File: config.mk
export PLATFORM = sky130hd
export DESIGN_NAME = oled_text_feeder_flat
export DESIGN_NICKNAME = d
export VERILOG_FILES = /design/src/rtl/oled_text_feeder_pkg.sv /design/src/rtl/oled_text_feeder_if.sv /design/src/rtl/oled_text_feeder_sync_fifo.sv /design/src/rtl/oled_text_feeder.sv /design/src/flat_wrapper.sv
export SDC_FILE = /design/constraint.sdc
export NUM_CORES = 1
export LEC_CHECK = 0
export CORE_ASPECT_RATIO = 1.25
export CORE_MARGIN = 2
export CORE_UTILIZATION = 65
export DETAILED_ROUTE_END_ITERATION = 12
export PLACE_DENSITY = 0.85
export SETUP_SLACK_MARGIN = 0.05
export SYNTH_ARGS = -nofsm -noshare
export SYNTH_HDL_FRONTEND = slang
export SYNTH_SLANG_ARGS = --single-unit
File: constraint.sdc
create_clock -name i_clk -period 5.1 [get_ports i_clk]
set_input_delay 0.51 -clock i_clk [delete_from_list [all_inputs] [get_ports i_clk]]
set_output_delay 0.51 -clock i_clk [all_outputs]
set_load 0.02 [all_outputs]
File: src/rtl/oled_text_feeder_pkg.sv
// Shared constants, state encodings and character classification for the OLED text feeder.
package oled_text_feeder_pkg;

  localparam int OLED_COLS = 16;
  localparam int OLED_ROWS = 4;

  localparam logic [7:0] CH_LF        = 8'h0A;
  localparam logic [7:0] CH_FF        = 8'h0C;
  localparam logic [7:0] CH_SPACE     = 8'h20;
  localparam logic [7:0] CH_PRINT_MIN = 8'h20;
  localparam logic [7:0] CH_PRINT_MAX = 8'h7E;

  typedef enum logic [1:0] {
    ST_IDLE,
    ST_DECODE,
    ST_REQ,
    ST_ACK
  } feeder_state_t;

  typedef enum logic [1:0] {
    CLS_PRINT,
    CLS_LF,
    CLS_FF,
    CLS_DROP
  } char_class_t;

  function automatic char_class_t classify(input logic [7:0] b);
    if (b >= CH_PRINT_MIN && b <= CH_PRINT_MAX) return CLS_PRINT;
    else if (b == CH_LF)                        return CLS_LF;
    else if (b == CH_FF)                        return CLS_FF;
    else                                        return CLS_DROP;
  endfunction

endpackage

File: src/rtl/oled_text_feeder_if.sv
// Byte-stream input plus OLED controller character handshake, with cursor and FIFO status.
interface oled_text_feeder_if #(
  parameter int POSW = 6,
  parameter int LEVW = 5
) ();

  logic [7:0]      data;
  logic            valid;
  logic            ready;
  logic [7:0]      oled_data;
  logic            oled_data_valid;
  logic            done;
  logic [POSW-1:0] pos;
  logic [LEVW-1:0] level;

  modport master (
    output data, valid, done,
    input  ready, oled_data, oled_data_valid, pos, level
  );

  modport slave (
    input  data, valid, done,
    output ready, oled_data, oled_data_valid, pos, level
  );

endinterface

File: src/rtl/oled_text_feeder_sync_fifo.sv
// Synchronous FIFO with registered ready/empty flags and occupancy; reusable for the UART path.
module sync_fifo #(
  parameter int DEPTH = 16,
  parameter int WIDTH = 8
) (
  input  logic                     i_clk,
  input  logic                     i_rst_n,
  input  logic                     i_wr,
  input  logic [WIDTH-1:0]         i_wdata,
  input  logic                     i_rd,
  output logic [WIDTH-1:0]         o_rdata,
  output logic                     o_ready,
  output logic                     o_empty,
  output logic [$clog2(DEPTH):0]   o_level
);

  localparam int AW = $clog2(DEPTH);
  localparam int LW = AW + 1;

  logic [WIDTH-1:0] r_mem [DEPTH];
  logic [AW-1:0]    r_wptr;
  logic [AW-1:0]    r_rptr;
  logic [LW-1:0]    r_level;
  logic             r_empty;
  logic             r_ready;

  logic             w_push;
  logic             w_pop;
  logic [LW-1:0]    w_level_nxt;

  assign w_push = i_wr && r_ready;
  assign w_pop  = i_rd && !r_empty;

  always_comb begin
    w_level_nxt = r_level;
    if (w_push && !w_pop)      w_level_nxt = r_level + LW'(1);
    else if (!w_push && w_pop) w_level_nxt = r_level - LW'(1);
  end

  // Flags are computed from the next occupancy so they track the level without a cycle of lag.
  always_ff @(posedge i_clk) begin
    if (!i_rst_n) begin
      r_wptr  <= '0;
      r_rptr  <= '0;
      r_level <= '0;
      r_empty <= 1'b1;
      r_ready <= 1'b0;
    end else begin
      if (w_push) r_wptr <= r_wptr + AW'(1);
      if (w_pop)  r_rptr <= r_rptr + AW'(1);
      r_level <= w_level_nxt;
      r_empty <= (w_level_nxt == '0);
      r_ready <= (w_level_nxt != LW'(DEPTH));
    end
  end

  always_ff @(posedge i_clk) begin
    if (w_push && i_rst_n) r_mem[r_wptr] <= i_wdata;
  end

  assign o_rdata = r_mem[r_rptr];
  assign o_ready = r_ready;
  assign o_empty = r_empty;
  assign o_level = r_level;

endmodule

File: src/rtl/oled_text_feeder.sv
// Buffers an upstream byte stream, expands LF/FF into space padding and feeds the OLED
// controller one character at a time while tracking the cursor position.
module oled_text_feeder
  import oled_text_feeder_pkg::*;
#(
  parameter int DEPTH = 16,
  parameter int COLS  = OLED_COLS,
  parameter int ROWS  = OLED_ROWS
) (
  input  logic                i_clk,
  input  logic                i_rst_n,
  oled_text_feeder_if.slave   io_bus
);

  localparam int TOTAL = COLS * ROWS;
  localparam int POSW  = $clog2(TOTAL);
  localparam int PADW  = POSW + 1;
  localparam int LEVW  = $clog2(DEPTH) + 1;

  logic [7:0]      w_fifo_dout;
  logic            w_fifo_empty;
  logic            w_fifo_ready;
  logic [LEVW-1:0] w_fifo_level;
  logic            w_pop;

  feeder_state_t   r_state;
  feeder_state_t   w_state_nxt;
  logic [7:0]      r_byte;
  logic [7:0]      w_byte_nxt;
  logic [7:0]      r_data;
  logic [7:0]      w_data_nxt;
  logic            r_valid;
  logic            w_valid_nxt;
  logic [POSW-1:0] r_pos;
  logic [POSW-1:0] w_pos_nxt;
  logic [PADW-1:0] r_pad;
  logic [PADW-1:0] w_pad_nxt;
  logic [POSW-1:0] w_col;

  sync_fifo #(
    .DEPTH (DEPTH),
    .WIDTH (8)
  ) u_fifo (
    .i_clk   (i_clk),
    .i_rst_n (i_rst_n),
    .i_wr    (io_bus.valid),
    .i_wdata (io_bus.data),
    .i_rd    (w_pop),
    .o_rdata (w_fifo_dout),
    .o_ready (w_fifo_ready),
    .o_empty (w_fifo_empty),
    .o_level (w_fifo_level)
  );

  // Widened before the modulo so a single-row screen (COLS == TOTAL) never divides by zero.
  assign w_col = POSW'(PADW'(r_pos) % PADW'(COLS));

  always_comb begin
    w_state_nxt = r_state;
    w_byte_nxt  = r_byte;
    w_data_nxt  = r_data;
    w_valid_nxt = r_valid;
    w_pos_nxt   = r_pos;
    w_pad_nxt   = r_pad;
    w_pop       = 1'b0;

    case (r_state)
      ST_IDLE: begin
        if (r_pad != '0) begin
          w_data_nxt  = CH_SPACE;
          w_state_nxt = ST_REQ;
        end else if (!w_fifo_empty) begin
          w_pop       = 1'b1;
          w_byte_nxt  = w_fifo_dout;
          w_state_nxt = ST_DECODE;
        end
      end

      ST_DECODE: begin
        w_state_nxt = ST_IDLE;
        case (classify(r_byte))
          CLS_PRINT: begin
            w_data_nxt  = r_byte;
            w_state_nxt = ST_REQ;
          end
          CLS_LF: begin
            if (w_col != '0) begin
              w_pad_nxt   = PADW'(COLS) - PADW'(w_col);
              w_data_nxt  = CH_SPACE;
              w_state_nxt = ST_REQ;
            end
          end
          CLS_FF: begin
            if (r_pos != '0) begin
              w_pad_nxt   = PADW'(TOTAL) - PADW'(r_pos);
              w_data_nxt  = CH_SPACE;
              w_state_nxt = ST_REQ;
            end
          end
          default: w_state_nxt = ST_IDLE;
        endcase
      end

      // A controller still asserting done from the previous character holds us here.
      ST_REQ: begin
        if (!io_bus.done) begin
          w_valid_nxt = 1'b1;
          w_state_nxt = ST_ACK;
        end
      end

      ST_ACK: begin
        if (io_bus.done) begin
          w_valid_nxt = 1'b0;
          w_pos_nxt   = (r_pos == POSW'(TOTAL - 1)) ? '0 : r_pos + POSW'(1);
          if (r_pad != '0) w_pad_nxt = r_pad - PADW'(1);
          w_state_nxt = ST_IDLE;
        end
      end

      default: w_state_nxt = ST_IDLE;
    endcase
  end

  always_ff @(posedge i_clk) begin
    if (!i_rst_n) begin
      r_state <= ST_IDLE;
      r_byte  <= '0;
      r_data  <= '0;
      r_valid <= 1'b0;
      r_pos   <= '0;
      r_pad   <= '0;
    end else begin
      r_state <= w_state_nxt;
      r_byte  <= w_byte_nxt;
      r_data  <= w_data_nxt;
      r_valid <= w_valid_nxt;
      r_pos   <= w_pos_nxt;
      r_pad   <= w_pad_nxt;
    end
  end

  assign io_bus.ready           = w_fifo_ready;
  assign io_bus.level           = w_fifo_level;
  assign io_bus.oled_data       = r_data;
  assign io_bus.oled_data_valid = r_valid;
  assign io_bus.pos             = r_pos;

endmodule

File: src/flat_wrapper.sv
// flat-port wrapper written by rule: the top's interface ports become plain ports
module oled_text_feeder_flat import oled_text_feeder_pkg::*;
#(
  parameter int DEPTH = 16,
  parameter int COLS  = OLED_COLS,
  parameter int ROWS  = OLED_ROWS
)
  (i_clk, i_rst_n, io_bus_data, io_bus_valid, io_bus_done, io_bus_ready, io_bus_oled_data, io_bus_oled_data_valid, io_bus_pos, io_bus_level);
  oled_text_feeder_if #(.POSW(6), .LEVW(5)) io_bus_i ();
  input  logic i_clk;
  input  logic i_rst_n;
  input wire logic [$bits(io_bus_i.data)-1:0] io_bus_data;
  input wire logic [$bits(io_bus_i.valid)-1:0] io_bus_valid;
  input wire logic [$bits(io_bus_i.done)-1:0] io_bus_done;
  output wire logic [$bits(io_bus_i.ready)-1:0] io_bus_ready;
  output wire logic [$bits(io_bus_i.oled_data)-1:0] io_bus_oled_data;
  output wire logic [$bits(io_bus_i.oled_data_valid)-1:0] io_bus_oled_data_valid;
  output wire logic [$bits(io_bus_i.pos)-1:0] io_bus_pos;
  output wire logic [$bits(io_bus_i.level)-1:0] io_bus_level;
  assign io_bus_i.data = io_bus_data;
  assign io_bus_i.valid = io_bus_valid;
  assign io_bus_i.done = io_bus_done;
  assign io_bus_ready = io_bus_i.ready;
  assign io_bus_oled_data = io_bus_i.oled_data;
  assign io_bus_oled_data_valid = io_bus_i.oled_data_valid;
  assign io_bus_pos = io_bus_i.pos;
  assign io_bus_level = io_bus_i.level;
  oled_text_feeder #(.DEPTH(DEPTH), .COLS(COLS), .ROWS(ROWS)) u_core (.i_clk(i_clk), .i_rst_n(i_rst_n), .io_bus(io_bus_i));
endmodule
==> results by group <==
Final layout
  • Fillers: 653
  • Share of layout cells above drive strength 1: 17.3%
  • Final #Nets: roughly 570
  • Layout Area Growth over Synthesis: 13.5%
  • ANT cells: 0
  • Finished Core Util: 76.1%

Run status
  • Status: finished clean

STA
  • Max-slew violation count: 0
  • Unrepaired setup endpoints after global routing: false
  • Tmin final: between 2 and 3 ns
  • Final hold violations: 0
  • Slew @ Worst Pin: 1.02 ns
  • Clk_skew: 0.0120 ns
  • Setup TNS: 0 ns
  • Relative slew slack: between 30% and 40%
  • Final worst path period share: ~58%
  • Setup violations, final: 0
  • Highest clock rate: 0.336 GHz

Pwr
  • Clk pwr share: between 30% and 40%
  • Net Sw Frac: between 20% and 30%
  • PwrDens: 460 mW/mm2
  • Net switching power: 1.16 mW
  • Int Pwr: approximately 2.7 mW
  • Seq pwr share: a little over two fifths
  • Static Leakage: between 2 and 3 nW
  • Combinational share of power: 23.8%
  • Max rail drop VDD: approximately 0.00037 V

Floorplan
  • Die area: 0.0124 mm2
  • Starting density of the core: approximately 67%
  • Placeable Area: about 0.011 mm2
  • Die H: ~120 um
  • Rows: 43
  • Die Wd: between 90 and 100 um
  • Top Ports: 33

GRT
  • Total track usage: 28.3%
  • GRT overflow: 0
  • Vias in the first global route: around 4,600
  • Largest net degree at the start of global routing: 36
  • Global-route wire length before repair: roughly 25,000 um
  • Initial antenna violation count: 0

Logic synthesis
  • Mapped cell area: ~0.0075 mm2
  • Post-Syn Area per Cell: between 10 and 15 um2
  • Main flop type after synthesis: edfxtp_1
  • Post-synth EDFFs: 128
  • Post-synth top area share: 51.5%
  • Synthesized net count: 539
  • Asr flop ratio synth: 0%
  • Synth Register Bits: about 180
  • Synth area leaders: edfxtp_1 (51%), dfxtp_1 (13%), mux4_2 (12%)
  • Synth cell types: between 50 and 60
  • Sequential fraction of the synthesis area: 64.1%
  • Mapped Cells: just over 500
  • Area leader, netlist: edfxtp_1
  • Synth Warn #: 0

Placement
  • Gpl congestion: approximately 0.87
  • Post-DP HPWL: slightly above 10,000 um
  • PortBufs: 32

Job
  • Max Cap Violations: 0

Hold path
  • Hold crit path type: flip-flop to flip-flop

Clock tree
  • CTS Buf Count: 17
  • Clock sink count: roughly 180
  • Root buf cell: clkbuf_16
  • CTS tree: yes
  • Clock latency on the worst-skew pair: roughly 0.43 ns
  • Clock buffer depth: 2
  • Postcts setup bufs: 0
  • Hold Buf Count CTS: 0
  • H-tree Lvls: 4
  • Post-cts sizing count: 0
  • CTS clk-pin slew, worst paths: 0.07 ns

Routing
  • ANT nets after route: 0
  • DR iter-0 viols: 508
  • DR WL/cell: between 20 and 25 um
  • # DRC: 0
  • DR vias/cell: 6.47
  • Routed WL: ~16,000 um
  • DR pass1 iterations: 5
  • Via count: approximately 4,500

Critical path
  • Critical Path RT: approximately 5.5 ns
  • WP data arrival: between 3 and 4 ns
  • CP max FO: 13
  • Setup CP Type: flip-flop to flip-flop
  • CP Capture Type: flip-flop
  • CP Launch Type: flip-flop
[sequential cells by signal, indices dropped and copies added, names as in the netlist]
name and count:
u_core.io_bus.oled_data 8, u_core.io_bus.oled_data_valid 1, u_core.io_bus.pos 6, u_core.r_byte 8, u_core.r_pad 7, u_core.r_state 2, u_core.u_fifo.o_empty 1, u_core.u_fifo.o_level 5
u_core.u_fifo.o_ready 1, u_core.u_fifo.r_mem 128, u_core.u_fifo.r_rptr 4, u_core.u_fifo.r_wptr 4
[worst max-delay path, stage by stage, from the launching register on]
cell,delay [ns]
dfxtp_1,0.41
nor4b_1,0.34
and4b_1,0.26
or2_2,0.15
inv_1,0.07
ha_1,0.24
o21bai_1,0.17
a211oi_1,0.34
o21ai_1,0.34
or2_2,0.41
a21oi_1,0.17
[kinds of logic after synthesis]
kind of cell    after synthesis  synth area share [%]
buf+inv                      37                  1.98
fa+ha+maj                    15                  2.51
xor+xnor                     18                  2.11
compound gates               64                  5.71
mux                          49                  13.3
flops                       175                  64.1
simple gates                154                  10.4
[layout by cell type, fill, tap and decap left out, drive strengths merged, types with 15 or more instances in the layout]
cell type      synthesis  layout
edfxtp               128     128
nand2                 50      50
nor2                  48      48
dfxtp                 47      47
mux4                  40      40
clkdlybuf4s50          0      32
o21ai                 21      21
inv                   11      21
a21oi                 19      19
clkbuf                17      17
ha                    15      15
[power by group through the flow]
stage / logic [mW] / clock network (mW) / registers, mW
final: 0.931 / 1.29 / 1.68
after floorplan: 0.680 / 0 / 1.71
after CTS: 0.934 / 1.31 / 1.68
after global routing: 1.01 / 1.36 / 1.69
after detailed placement: 0.920 / 0 / 1.71
after global placement: 0.889 / 0 / 1.70
[final timing paths]
check	slack [ns]	depth (start not counted)	from	end
max	2.13	10	u_core.r_byte[3]$_SDFFE_PN0N_	u_core.r_pad[4]$_SDFFE_PN0P_
min	0.46	2	u_core.io_bus.oled_data[7]$_SDFFE_PN0P_	u_core.io_bus.oled_data[7]$_SDFFE_PN0P_
max reg2reg	2.13	10	u_core.r_byte[3]$_SDFFE_PN0N_	u_core.r_pad[4]$_SDFFE_PN0P_
min reg2reg	0.46	2	u_core.io_bus.oled_data[7]$_SDFFE_PN0P_	u_core.io_bus.oled_data[7]$_SDFFE_PN0P_
[per-stage QoR]
stage	area, um2	power, mW	instances	hold WS [ns]	setup slack, ns
floorplan	7470	2.39	512	0.445	2.63
global placement	7890	2.59	658	0.449	2.22
detailed placement	7890	2.63	658	0.452	2.08
CTS	8480	3.92	690	0.464	2.17
global route	8480	4.05	690	0.488	1.81
finish	8480	3.90	690	0.459	2.13
[metal layers]
metal  vias to the layer above  GRT usage (%)  share of wire, %
li1                       2004              -                 -
met1                      2233           34.1                38
met2                       197           50.8                55
met3                        33           5.16               5.1
met4                         0           10.9               2.2
met5                         -              0                 0
[synthesized netlist by cell type (2+ instances only)]
| library cell | number |
|---|---|
| nand3b_1 | 2 |
| mux2i_1 | 8 |
| xor2_1 | 9 |
| nor4_1 | 2 |
| a211oi_1 | 2 |
| inv_1 | 11 |
| and2_1 | 4 |
| nor2_1 | 48 |
| and3_1 | 3 |
| ha_1 | 15 |
| clkbuf_1 | 17 |
| nor4b_1 | 2 |
| nor3b_2 | 2 |
| dfxtp_1 | 47 |
| a31oi_1 | 2 |
| nor3_2 | 2 |
| xnor2_1 | 9 |
| edfxtp_1 | 128 |
| or3_1 | 3 |
| nand3_1 | 9 |
| nor3_1 | 4 |
| o21bai_1 | 3 |
| a21o_1 | 3 |
| buf_2 | 7 |
| a21oi_1 | 18 |
| o21ai_0 | 20 |
| nand4_1 | 5 |
| mux4_2 | 40 |
| nand2b_1 | 4 |
| o221a_2 | 2 |
| nand2_1 | 50 |
| or2_2 | 4 |
[final cells by class]
type / count / area (um2) / area share [%]
clock buffer: 17 / 425 / 5.02
clock inverter: 15 / 166 / 1.96
inverter: 12 / 45.0 / 0.531
multi-input combinational: 300 / 2540 / 29.9
sequential: 175 / 4790 / 56.4
tap: 135 / 169 / 1.99
timing repair buffer: 36 / 350 / 4.13
Note: power is estimated with default switching activity, not from simulation.
